File: src/rtl/lc3b_core_param_pkg.sv
`default_nettype none
// +----------------------------------------------------------------------+
// | lc3b_types                                                           |
// | Shared LC-3b word/field types, opcodes, control states and gencc.    |
// | Revision: 1.0                                                        |
// +----------------------------------------------------------------------+
package lc3b_types;

    typedef logic [15:0] lc3b_word;
    typedef logic [2:0]  lc3b_reg;
    typedef logic [2:0]  lc3b_nzp;
    typedef logic [5:0]  lc3b_offset6;
    typedef logic [8:0]  lc3b_offset9;
    typedef logic [4:0]  lc3b_imm5;

    typedef enum logic [3:0] {
        OP_BR  = 4'b0000,
        OP_ADD = 4'b0001,
        OP_AND = 4'b0101,
        OP_LDR = 4'b0110,
        OP_STR = 4'b0111,
        OP_NOT = 4'b1001
    } lc3b_opcode;

    typedef enum logic [3:0] {
        S_FETCH1 = 4'd0,
        S_FETCH2 = 4'd1,
        S_FETCH3 = 4'd2,
        S_DECODE = 4'd3,
        S_ALU    = 4'd4,
        S_CALC   = 4'd5,
        S_LDR1   = 4'd6,
        S_LDR2   = 4'd7,
        S_STR1   = 4'd8,
        S_STR2   = 4'd9,
        S_BR     = 4'd10
    } lc3b_ctrl_state;

    function automatic lc3b_nzp gencc(input lc3b_word v);
        if (v[15])
            return 3'b100;
        else if (v == 16'h0000)
            return 3'b010;
        else
            return 3'b001;
    endfunction

endpackage
`default_nettype wire

File: src/rtl/lc3b_core_param_ctrl.sv
`default_nettype none
// +----------------------------------------------------------------------+
// | lc3b_ctrl                                                            |
// | Microsequencer: state register, memory wait counter, control decode. |
// | Revision: 1.0                                                        |
// +----------------------------------------------------------------------+
module lc3b_ctrl
    import lc3b_types::*;
#(
    parameter int MEM_WAIT_MAX = 0
)(
    input  logic       clk,
    input  logic       rst,
    input  logic [3:0] opcode,
    input  logic       branch_en,
    input  logic       mem_resp,
    output logic       load_pc,
    output logic       pc_sel_br,
    output logic       load_ir,
    output logic       load_mar,
    output logic       mar_sel_calc,
    output logic       load_mdr,
    output logic       mdr_sel_reg,
    output logic       load_reg,
    output logic       reg_sel_mdr,
    output logic       load_cc,
    output logic       mem_read,
    output logic       mem_write,
    output logic       insn_retire,
    output logic       illegal_op,
    output logic       mem_timeout
);

    localparam int WCW = (MEM_WAIT_MAX > 0) ? $clog2(MEM_WAIT_MAX + 1) : 1;
    localparam logic [WCW-1:0] WAIT_LIM = WCW'(MEM_WAIT_MAX);

    lc3b_ctrl_state   state, state_next;
    logic [WCW-1:0]   wait_cnt;
    logic             in_wait;
    logic             abort;

    assign in_wait = (state == S_FETCH2) || (state == S_LDR1) || (state == S_STR2);
    assign abort   = (MEM_WAIT_MAX != 0) && in_wait && !mem_resp && (wait_cnt == WAIT_LIM);

    // Counter is zero on entry to every wait state because it clears in all other states.
    always_ff @(posedge clk) begin
        if (rst) begin
            state    <= S_FETCH1;
            wait_cnt <= '0;
        end else begin
            state <= state_next;
            if ((MEM_WAIT_MAX != 0) && in_wait && !mem_resp && !abort)
                wait_cnt <= wait_cnt + 1'b1;
            else
                wait_cnt <= '0;
        end
    end

    always_comb begin
        state_next   = state;
        load_pc      = 1'b0;
        pc_sel_br    = 1'b0;
        load_ir      = 1'b0;
        load_mar     = 1'b0;
        mar_sel_calc = 1'b0;
        load_mdr     = 1'b0;
        mdr_sel_reg  = 1'b0;
        load_reg     = 1'b0;
        reg_sel_mdr  = 1'b0;
        load_cc      = 1'b0;
        mem_read     = 1'b0;
        mem_write    = 1'b0;
        insn_retire  = 1'b0;
        illegal_op   = 1'b0;
        mem_timeout  = 1'b0;
        case (state)
            S_FETCH1: begin
                load_mar   = 1'b1;
                state_next = S_FETCH2;
            end
            S_FETCH2: begin
                mem_read = 1'b1;
                if (mem_resp) begin
                    load_mdr   = 1'b1;
                    state_next = S_FETCH3;
                end else if (abort) begin
                    mem_timeout = 1'b1;
                    state_next  = S_FETCH1;
                end
            end
            S_FETCH3: begin
                load_ir    = 1'b1;
                load_pc    = 1'b1;
                state_next = S_DECODE;
            end
            S_DECODE: begin
                case (opcode)
                    OP_ADD, OP_AND, OP_NOT: state_next = S_ALU;
                    OP_LDR, OP_STR:         state_next = S_CALC;
                    OP_BR:                  state_next = S_BR;
                    default: begin
                        illegal_op = 1'b1;
                        state_next = S_FETCH1;
                    end
                endcase
            end
            S_ALU: begin
                load_reg    = 1'b1;
                load_cc     = 1'b1;
                insn_retire = 1'b1;
                state_next  = S_FETCH1;
            end
            S_CALC: begin
                load_mar     = 1'b1;
                mar_sel_calc = 1'b1;
                state_next   = (opcode == OP_STR) ? S_STR1 : S_LDR1;
            end
            S_LDR1: begin
                mem_read = 1'b1;
                if (mem_resp) begin
                    load_mdr   = 1'b1;
                    state_next = S_LDR2;
                end else if (abort) begin
                    mem_timeout = 1'b1;
                    state_next  = S_FETCH1;
                end
            end
            S_LDR2: begin
                load_reg    = 1'b1;
                reg_sel_mdr = 1'b1;
                load_cc     = 1'b1;
                insn_retire = 1'b1;
                state_next  = S_FETCH1;
            end
            S_STR1: begin
                load_mdr    = 1'b1;
                mdr_sel_reg = 1'b1;
                state_next  = S_STR2;
            end
            S_STR2: begin
                mem_write = 1'b1;
                if (mem_resp) begin
                    insn_retire = 1'b1;
                    state_next  = S_FETCH1;
                end else if (abort) begin
                    mem_timeout = 1'b1;
                    state_next  = S_FETCH1;
                end
            end
            S_BR: begin
                load_pc     = branch_en;
                pc_sel_br   = 1'b1;
                insn_retire = 1'b1;
                state_next  = S_FETCH1;
            end
            default: state_next = S_FETCH1;
        endcase
    end

endmodule
`default_nettype wire

File: src/rtl/lc3b_core_param.sv
`default_nettype none
// +----------------------------------------------------------------------+
// | lc3b_core_param                                                      |
// | Multicycle LC-3b core: datapath, regfile and ALU around lc3b_ctrl.   |
// | Revision: 1.0                                                        |
// +----------------------------------------------------------------------+
module lc3b_core_param
    import lc3b_types::*;
#(
    parameter logic [15:0] RESET_PC     = 16'h0000,
    parameter bit          EN_IMM5      = 1'b1,
    parameter int          MEM_WAIT_MAX = 0
)(
    input  logic        clk,
    input  logic        rst,
    input  logic [15:0] mem_rdata,
    input  logic        mem_resp,
    output logic [15:0] mem_address,
    output logic [15:0] mem_wdata,
    output logic        mem_read,
    output logic        mem_write,
    output logic        insn_retire,
    output logic        illegal_op,
    output logic        mem_timeout
);

    lc3b_word pc, ir, mar, mdr;
    lc3b_word regs [8];
    lc3b_nzp  cc;

    logic load_pc, pc_sel_br, load_ir, load_mar, mar_sel_calc;
    logic load_mdr, mdr_sel_reg, load_reg, reg_sel_mdr, load_cc;

    lc3b_reg  dr, sr1, sr2;
    lc3b_word sr1_val, alu_b, alu_out, calc_addr, br_target, reg_in;
    logic     branch_en;

    assign dr  = ir[11:9];
    assign sr1 = ir[8:6];
    assign sr2 = ir[2:0];

    assign sr1_val   = regs[sr1];
    assign alu_b     = (EN_IMM5 && ir[5]) ? {{11{ir[4]}}, ir[4:0]} : regs[sr2];
    assign calc_addr = sr1_val + {{9{ir[5]}}, ir[5:0], 1'b0};
    assign br_target = pc + {{6{ir[8]}}, ir[8:0], 1'b0};
    assign branch_en = |(ir[11:9] & cc);
    assign reg_in    = reg_sel_mdr ? mdr : alu_out;

    always_comb begin
        alu_out = sr1_val + alu_b;
        case (ir[15:12])
            OP_AND:  alu_out = sr1_val & alu_b;
            OP_NOT:  alu_out = ~sr1_val;
            default: alu_out = sr1_val + alu_b;
        endcase
    end

    lc3b_ctrl #(
        .MEM_WAIT_MAX (MEM_WAIT_MAX)
    ) u_ctrl (
        .clk          (clk),
        .rst          (rst),
        .opcode       (ir[15:12]),
        .branch_en    (branch_en),
        .mem_resp     (mem_resp),
        .load_pc      (load_pc),
        .pc_sel_br    (pc_sel_br),
        .load_ir      (load_ir),
        .load_mar     (load_mar),
        .mar_sel_calc (mar_sel_calc),
        .load_mdr     (load_mdr),
        .mdr_sel_reg  (mdr_sel_reg),
        .load_reg     (load_reg),
        .reg_sel_mdr  (reg_sel_mdr),
        .load_cc      (load_cc),
        .mem_read     (mem_read),
        .mem_write    (mem_write),
        .insn_retire  (insn_retire),
        .illegal_op   (illegal_op),
        .mem_timeout  (mem_timeout)
    );

    always_ff @(posedge clk) begin
        if (rst) begin
            pc  <= RESET_PC;
            ir  <= '0;
            mar <= '0;
            mdr <= '0;
            cc  <= 3'b010;
            for (int i = 0; i < 8; i++)
                regs[i] <= '0;
        end else begin
            if (load_pc)
                pc <= pc_sel_br ? br_target : pc + 16'd2;
            if (load_ir)
                ir <= mdr;
            if (load_mar)
                mar <= mar_sel_calc ? calc_addr : pc;
            if (load_mdr)
                mdr <= mdr_sel_reg ? regs[dr] : mem_rdata;
            if (load_reg)
                regs[dr] <= reg_in;
            if (load_cc)
                cc <= gencc(reg_in);
        end
    end

    assign mem_address = mar;
    assign mem_wdata   = mdr;

endmodule
`default_nettype wire
File: config.mk
export PLATFORM = sky130hd
export DESIGN_NAME = lc3b_core_param
export DESIGN_NICKNAME = d
export VERILOG_FILES = /design/src/rtl/lc3b_core_param_pkg.sv /design/src/rtl/lc3b_core_param_ctrl.sv /design/src/rtl/lc3b_core_param.sv
export SDC_FILE = /design/constraint.sdc
export NUM_CORES = 1
export LEC_CHECK = 0
export CORE_MARGIN = 1.5
export CORE_UTILIZATION = 55
export CTS_CLUSTER_DIAMETER = 200
export DETAILED_ROUTE_END_ITERATION = 16
export GPL_TIMING_DRIVEN = 1
export PLACE_DENSITY = 0.78
export SYNTH_ARGS = -nofsm -noshare
export SYNTH_HDL_FRONTEND = slang
export SYNTH_SLANG_ARGS = --single-unit
File: constraint.sdc
create_clock -name clk -period 11.7 [get_ports clk]
set_input_delay 2.34 -clock clk [delete_from_list [all_inputs] [get_ports clk]]
set_output_delay 2.34 -clock clk [all_outputs]
set_load 0.05 [all_outputs]
* After elaboration in Yosys (flattened, before gate mapping)
Memory sizes are Yosys's and may differ from the RTL's. A register that Yosys moved wholly into a read port is not among the register bits.
Index checks and enable logic that the tools add are counted.
W data, S select, Z words.
** Operators by class
- $add $sub $neg :: 4
- Equal/unequal tests :: 18
- Mux-type cells :: 43
- Bitwise logic cells :: 3
- Reduce and logical (&&, ||, !) cells :: 13
** Operators with widths (number)
- $mux W16 :: 6
- $add A16 B16 Y16 :: 3
- $pmux W16 S2 :: 1
- $pmux W4 S8 :: 1
- $eq A4 B3 Y1 const B :: 7
- $mux W3 :: 8
- $mux W1 :: 18
- $add A16 B2 Y16 const B :: 1
- $and A16 B16 Y16 :: 1
- $eq A4 B4 Y1 const B :: 4
- $logic_not A16 Y1 :: 1
- $mux W4 :: 4
- $not A16 Y16 :: 1
- $reduce_or A16 Y1 :: 1
- $pmux W4 S3 :: 1
- $reduce_or A3 Y1 :: 3
- $eq A4 B1 Y1 const B :: 2
- $eq A4 B2 Y1 const B :: 2
- $logic_not A4 Y1 :: 2
- $reduce_or A2 Y1 :: 4
- $ne A2 B2 Y1 const B :: 3
- $pmux W1 S2 :: 3
- $reduce_or A6 Y1 :: 1
- $and A3 B3 Y3 :: 1
- other kinds (2) :: 2
** Storage, ports and cells
- Flip-flop bits (word level) :: 71
- RAM bits :: 128
- Input bits :: 19
- Output and inout bits :: 37
- Word-level logic and storage cells :: 88
- Memories kept :: 1
** Memories
- regs :: words 8, bits a word 16, rd ports 3, clocked after memory_dff 3, write ports 8, line lc3b_core_param.sv:28 : lc3b_word regs [8];

* Longest topological paths before layout
- Word-level depth :: 8
- Mapped depth :: 17
- Mapped depth without buffers :: 15

* Modules after synthesis
From an unflattened synthesis, not the netlist that was laid out.
** Second synthesis, totals
- Cells, all modules :: 1250
- Area total of the unflattened synthesis :: 13450.4 um2
** By module, submodules not included
- lc3b_core_param :: times used 1, cells an instance 1174, area an instance 12947.4 um2, seq. area each 5345.1 um2
- lc3b_ctrl :: times used 1, cells an instance 76, area an instance 503.0 um2, seq. area each 80.1 um2

* Worst setup path before layout
Ideal clock, no wire load.
- Path type :: input -> output
- Start point :: input mem_resp
- End point :: output insn_retire
- Data arrival time :: 3.706 ns
- Data required time :: 9.360 ns
- Slack :: 5.654 ns
- Stages on the path :: 4
- Buffers on the path :: 0
- Path through :: nand2_1 nor2_1 o21ai_0 o21ai_0
** Between the ends
- Word-level cells in the longest chain between the ends :: 2
** Ends and longest elaborated chain
- start: declaration :: line lc3b_core_param.sv:17 : input logic mem_resp,
- $mux W1 :: line lc3b_core_param_ctrl.sv:142 : if (mem_resp) begin
- $pmux W1 S2 :: line lc3b_core_param_ctrl.sv:76 : case (state)
- end: declaration :: line lc3b_core_param.sv:22 : output logic insn_retire,
Every way passes these cells.

* Worst setup path after layout
Ends and elaborated chain as after synthesis.

==> impl_metrics.ini <==
[critical_path]
critical-path-top-delay-family = buffers and inverters
crit_path_start_kind = input pin
endpoint_kind = output port
critPathSlowestCell = clkdlybuf4s50_1
worst-endpoint-arrival_ns = 4.16
crit_chain = clkdlybuf4s50_1 > nand2_1 > nor2_1 > o21ai_0 > o21ai_0 > clkdlybuf4s50_1
max_stage_delay_ns = 0.82
setup.worst_path.class = in -> out
largest_fanout_of_any_net_on_the_critical_path = 3
worst-r2r-setup-slack_ns = 6.70
cp_num_buf_inv = 2
critPathRequiredTime_ns = 9.36

[power]
powerDensity_nw_per_um2 = 124
power.static_leakage_nw = 5.21
vdd_ir_drop_max_mv = 0.118

[yosys]
cell_accounting_for_the_most_synthesized_area = edfxtp_1
post_synth.cell_area_avg_um2 = 10.9
distinct_cells_synth = 83
xor_and_xnor_fraction_of_the_mapped_netlist_area = 0.0199
mux_share_of_post_synthesis_cell_area = 0.204
postSynth.topFlopCell = edfxtp_1
syn_area_um2 = 13200
synth_top_cell_area_share = 0.292
most_frequent_cell_after_synthesis = nor2_1
ys_top_cells_by_area = edfxtp_1 29%, mux4_2 15%, dfxtp_1 12%
syn-num-nets = 1271
syn_inst = 1205
yosys_register_bits = 207
synthesis.yosys.warnings = 0
synth_compound_area_frac = 0.128
synth_enable_flop_cells = 128
largest_family_of_logic_cells_by_synthesized_area = multiplexers
yosysSeqAreaShare = 0.412
synth_simple_gate_area_share = 0.152
ys_top_cells_by_count = 183 x nor2_1, 128 x edfxtp_1, 100 x nand2_1
synth_fa_ha_area_frac = 0.0458
proportion_of_register_bits_with_asynchronous_set_or_reset_after_synthesis = 0

[die]
fp.dieW_um = 158
core.rowCount = 56
fp.coreArea_um2 = 23500
chipHeight_um = 158
fp.dieArea_um2 = 24900
design.portCount = 56
initial_core_util = 0.562

[cts]
cts_root_cell = clkbuf_16
clock_tree.buffer_depth = 3
worst_setup_hold_path_clk_slew_ns = 0.06
postCtsSetupBuffers = 0
number_of_clock_buffers_inserted_by_tritoncts = 22
holdBufCountCts = 0
htree_levels = 1
resized_gates_after_cts = 0
clock_sink_count = 207
clock_insertion_delay_worst_skew_ns = 0.54
tritoncts_clock_tree = built

[grt]
grt_usage = 0.307
grt_first_pass_wirelength_um = 57500
grt_max_degree = 58
antenna_found_initial = 0
first_global_vias = 10200
gr-total-overflow = 0

[placement]
globalplace.congestion = 0.922
buffer_ports.inserted = 54
hpwl_um = 24900

[sta]
timing.hold.ws_ns = 0.450
timing.clock.skew_ns = 0.0325
max_slew.worst_pin.slew_ns = 1.20
rsz0062_at_grt = false
max-slew-margin-rel = 0.201
max_freq_ghz = 0.154
finalWorstPathRequiredPeriod_ns = 6.50
final_max_slew_viol_count = 0
totalNegativeSetupSlack_ns = 0
setup_violations = 0
period_utilization = 0.556
timing.final.hold_violations = 0

[routing]
routedWlPerCell_um = 24.0
ant_nets = 0
route.detailed.vias_per_inst = 6.72
firstDrtPassIters = 5
initialDrtViolationCount = 1311
vias = 10400
drt-total-wl_um = 37200
drc = 0

[hold_path]
min_path_type = reg -> reg

[status]
outcome = completed

[final_layout]
final_layout_size_suffix_gt1_frac = 0.147
insertedDiodeCount = 0
area.growth.synth_to_final_pct = 10.3
finish.net_count = 1289
final.fill_count = 1835
final_util = 0.619

[run]
max_cap_viol_count = 0
[placed cells by master, fill, tap and decap left out, types with 6 or more instances in the layout]
| master | count |
|---|---|
| dfxtp_1 | 76 |
| edfxtp_1 | 128 |
| mux4_1 | 8 |
| mux2_2 | 8 |
| nor2b_1 | 45 |
| xnor2_1 | 21 |
| a21oi_1 | 76 |
| and2_1 | 9 |
| nand3_1 | 12 |
| mux4_2 | 88 |
| a211oi_1 | 59 |
| inv_1 | 20 |
| o21ai_0 | 24 |
| ha_1 | 45 |
| a21o_1 | 12 |
| buf_4 | 23 |
| nand2b_1 | 18 |
| clkdlybuf4s50_1 | 53 |
| nor2_1 | 183 |
| o21ai_1 | 6 |
| clkbuf_16 | 22 |
| and3_1 | 16 |
| xor2_1 | 9 |
| mux2i_1 | 37 |
| nor3_1 | 15 |
| nand2_1 | 100 |
| a22oi_1 | 6 |
[layer usage]
layer  routed length, um  global-route usage
met2               18100               0.520
met1               13500               0.387
met3                4010              0.0556
met5                   0                   0
met4                1640               0.133
[worst reg2reg max path, cell delays in order, from the launching register on]
cell and delay, ns:
dfxtp_2 0.31, buf_4 0.52, mux4_2 0.62, mux2i_1 0.39, o21ai_0 0.15, ha_1 0.41, a2111oi_4 0.38, o21ai_2 0.15
and3b_1 0.20, o21ai_0 0.17, nor2b_1 0.70, nand3_1 0.24, nor4b_2 0.32, a41oi_1 0.16, and3_1 0.20
[where the power goes]
part	total, mW	switching, mW	internal (mW)	leakage, nW
combinational	0.305	0.191	0.114	2.93
clock	0.662	0.288	0.374	0.326
sequential	0.832	0.0318	0.800	1.96
[stage by stage]
| stage | total power [mW] | setup WS, ns | area (um^2) | std cells |
|---|---|---|---|---|
| after detailed placement | 1.14 | 5.21 | 13900 | 1518 |
| after global placement | 1.14 | 5.22 | 13900 | 1518 |
| after CTS | 1.80 | 5.20 | 14500 | 1554 |
| after floorplan | 1.05 | 5.65 | 13200 | 1205 |
| after global routing | 1.85 | 5.02 | 14500 | 1554 |
| final | 1.80 | 5.20 | 14500 | 1554 |
[logic make-up (layout without fill, tap and decap cells)]
kind of cell,Yosys count,after routing
XOR/XNOR,30,30
buffers and inverters,103,133
flip-flops,207,207
AO/OA/AOI/OAI,243,243
multiplexers,143,143
adder cells (fa/ha/maj),47,47
AND/OR/NAND/NOR,431,431
other,1,1
[registers in the layout, indices dropped and copies added, names as in the netlist, named ones only]
register	flops
regs	128
ir	16
mem_address	16
mem_wdata	16
pc	15
u_ctrl.state	4
cc	3
[cell type report]
class | instances | area (um^2) | area share
Timing Repair Buffer | 77 | 708 | 0.0487
Inverter | 20 | 75.1 | 0.00517
Sequential cell | 207 | 5430 | 0.374
Clock inverter | 8 | 86.3 | 0.00594
Clock buffer | 28 | 583 | 0.0401
Multi-Input combinational cell | 895 | 7250 | 0.499
Tap cell | 319 | 399 | 0.0275
[worst paths after layout]
kind                       from            endpoint  cells past startpoint
max reg2reg                flop  cc[0]$_SDFFE_PP0N_                     14
max                    mem_resp         insn_retire                      6
min reg2reg  cc[1]$_SDFFE_PP1N_  cc[1]$_SDFFE_PP1N_                      2
min          cc[1]$_SDFFE_PP1N_  cc[1]$_SDFFE_PP1N_                      2
No activity file was read; power rests on OpenSTA's default activity.
==> variant, RTL diff (same flow settings) <==
Encoding of `lc3b_ctrl_state`: now one-hot (11 bits for 11 states).
--- a/src/rtl/lc3b_core_param_pkg.sv
+++ b/src/rtl/lc3b_core_param_pkg.sv
@@ -24,14 +24,14 @@
 
-    typedef enum logic [3:0] {
-        S_FETCH1 = 4'd0,
-        S_FETCH2 = 4'd1,
-        S_FETCH3 = 4'd2,
-        S_DECODE = 4'd3,
-        S_ALU    = 4'd4,
-        S_CALC   = 4'd5,
-        S_LDR1   = 4'd6,
-        S_LDR2   = 4'd7,
-        S_STR1   = 4'd8,
-        S_STR2   = 4'd9,
-        S_BR     = 4'd10
+    typedef enum logic [10:0] {
+        S_FETCH1 = 11'b00000000001,
+        S_FETCH2 = 11'b00000000010,
+        S_FETCH3 = 11'b00000000100,
+        S_DECODE = 11'b00000001000,
+        S_ALU    = 11'b00000010000,
+        S_CALC   = 11'b00000100000,
+        S_LDR1   = 11'b00001000000,
+        S_LDR2   = 11'b00010000000,
+        S_STR1   = 11'b00100000000,
+        S_STR2   = 11'b01000000000,
+        S_BR     = 11'b10000000000
     } lc3b_ctrl_state;
Behaviour: no difference found for any inputs over 4 cycles, from zero or initial values and one cycle with rst high; so few cycles prove little.
==> variant against the original RTL <==
  * Synthesized area up 3.0%
  * Design area up 3.4%
  * Wire length up 1.9%
  * Total power down 1.6%
  * Combinational power down 42%
  * Worst setup slack better by 0.030 ns
  * Clock power up 14%
  * Clock skew down 0.017 ns
  * Sequential cell count up 7
  * Count of clock-buffer cells in the layout down 1
  * Largest cell class unchanged
  * Worst hold slack better by 0.020 ns
  * Maximum frequency up 0.47%
==> variant: results (changes against the original RTL) <==
status=finished clean; global routing usage summed across all routing layers=29.22% (-1.5 points); Worst R2R Setup Slack=6.47 ns (-0.23 ns); top cell types by occurrence after synthesis=sky130_fd_sc_hd__nor2_1, sky130_fd_sc_hd__edfxtp_1, sky130_fd_sc_hd__dfxtp_1, sky130_fd_sc_hd__mux4_2, sky130_fd_sc_hd__mux2i_1; vias after detailed routing=10,790 (+3.4%); first-pass GRT wire length=57,820 um (+0.61%); Distinct cells, synth=90 (+8.4%); post-placement setup slack=5.236 ns (+0.02851 ns); measured slew at the worst slew-check pin=1.169 ns (-0.03050 ns); worst voltage drop across the vdd grid=0.1126 mV (-4.6%); wire per inst=23.40 um (-2.4%); number of DRC markers in iteration 0=1,013 (-23%); via count of the first global-routing pass=10,210 (+0.19%); final period utilization=55.30% (-0.26 points); routability congestion estimate=0.9191 (-0.31%); proportion of layout cells with a drive suffix above 1=13.94% (-0.71 points); largest fanout of any net on the critical path=5 (+2); top area cells in the synthesized netlist=sky130_fd_sc_hd__edfxtp_1, sky130_fd_sc_hd__mux4_2, sky130_fd_sc_hd__dfxtp_1; half-perimeter wire length of the detailed placement result=25,570 um (+2.8%); TritonCTS Buffers=23 (+4.5%); area taken by multi-input logic gates=7542 um^2 (+4.0%); total cell area at the placement stage=14,260 um^2 (+2.9%); crit path DAT=4.13 ns (-0.03 ns); setup clock skew after layout=0.01564 ns (-0.01684 ns); count of fill cells added during filler insertion=1,916 (+4.4%)
variant: area by class of cell:
cell class              instances  share of cell area (%)
multi-input cells             950                   50.20
flip-flops and latches        214                   37.07
repair buffers                 70                   4.364
clock inverters                14                   1.166
well taps                     324                   2.698
inverters                      23                  0.5746
clock buffers                  27                   3.931
variant: report_power, final:
part	total [mW]	internal, mW	switching, mW
clock network	0.757	0.449	0.308
logic	0.177	0.0628	0.114
registers	0.837	0.817	0.0195
variant: cells by family (layout without fill, tap and decap cells):
family / after synthesis / count (layout) / share of synthesized area [%]
AOI/OAI and AO/OA: 236 / 236 / 12.54
and+or+nand+nor: 463 / 463 / 15.84
xor gates and xnor gates: 31 / 31 / 1.999
other: 1 / 1 / 0.02761
adders and majority gates: 47 / 47 / 4.440
muxes: 172 / 172 / 20.57
buffers and inverters: 104 / 134 / 3.611
DFF: 214 / 214 / 40.98
variant: path summary, 6_finish.rpt:
check,startpoint,to,cells after the start
min,mem_address[1],mem_address[1],2
max,mem_resp,insn_retire,5
max reg2reg,flop,cc[0],15
min reg2reg,mem_address[1],mem_address[1],2
variant: stage by stage:
| step | hold slack (ns) | std cells |
|---|---|---|
| final | 0.4702 | 1622 |
| after global placement | 0.4459 | 1581 |
| after CTS | 0.4674 | 1622 |
| after detailed placement | 0.4594 | 1581 |
| after global routing | 0.4997 | 1622 |
| after floorplan | 0.4452 | 1268 |
variant: critical path: cells and delay by family:
family / cells / cell delay (ns)
AND/OR/NAND/NOR: 1 / 0.21
AO/OA/AOI/OAI: 2 / 0.20
buffers and inverters: 2 / 1.38
variant: metal layers:
layer / part of all wire [%] / GRT usage [%] / up-vias
li1: - / - / 4805
met1: 38 / 37.14 / 5258
met5: 0 / 0 / -
met4: 3.4 / 11.21 / 0
met2: 49 / 49.64 / 621
met3: 10 / 5.403 / 104
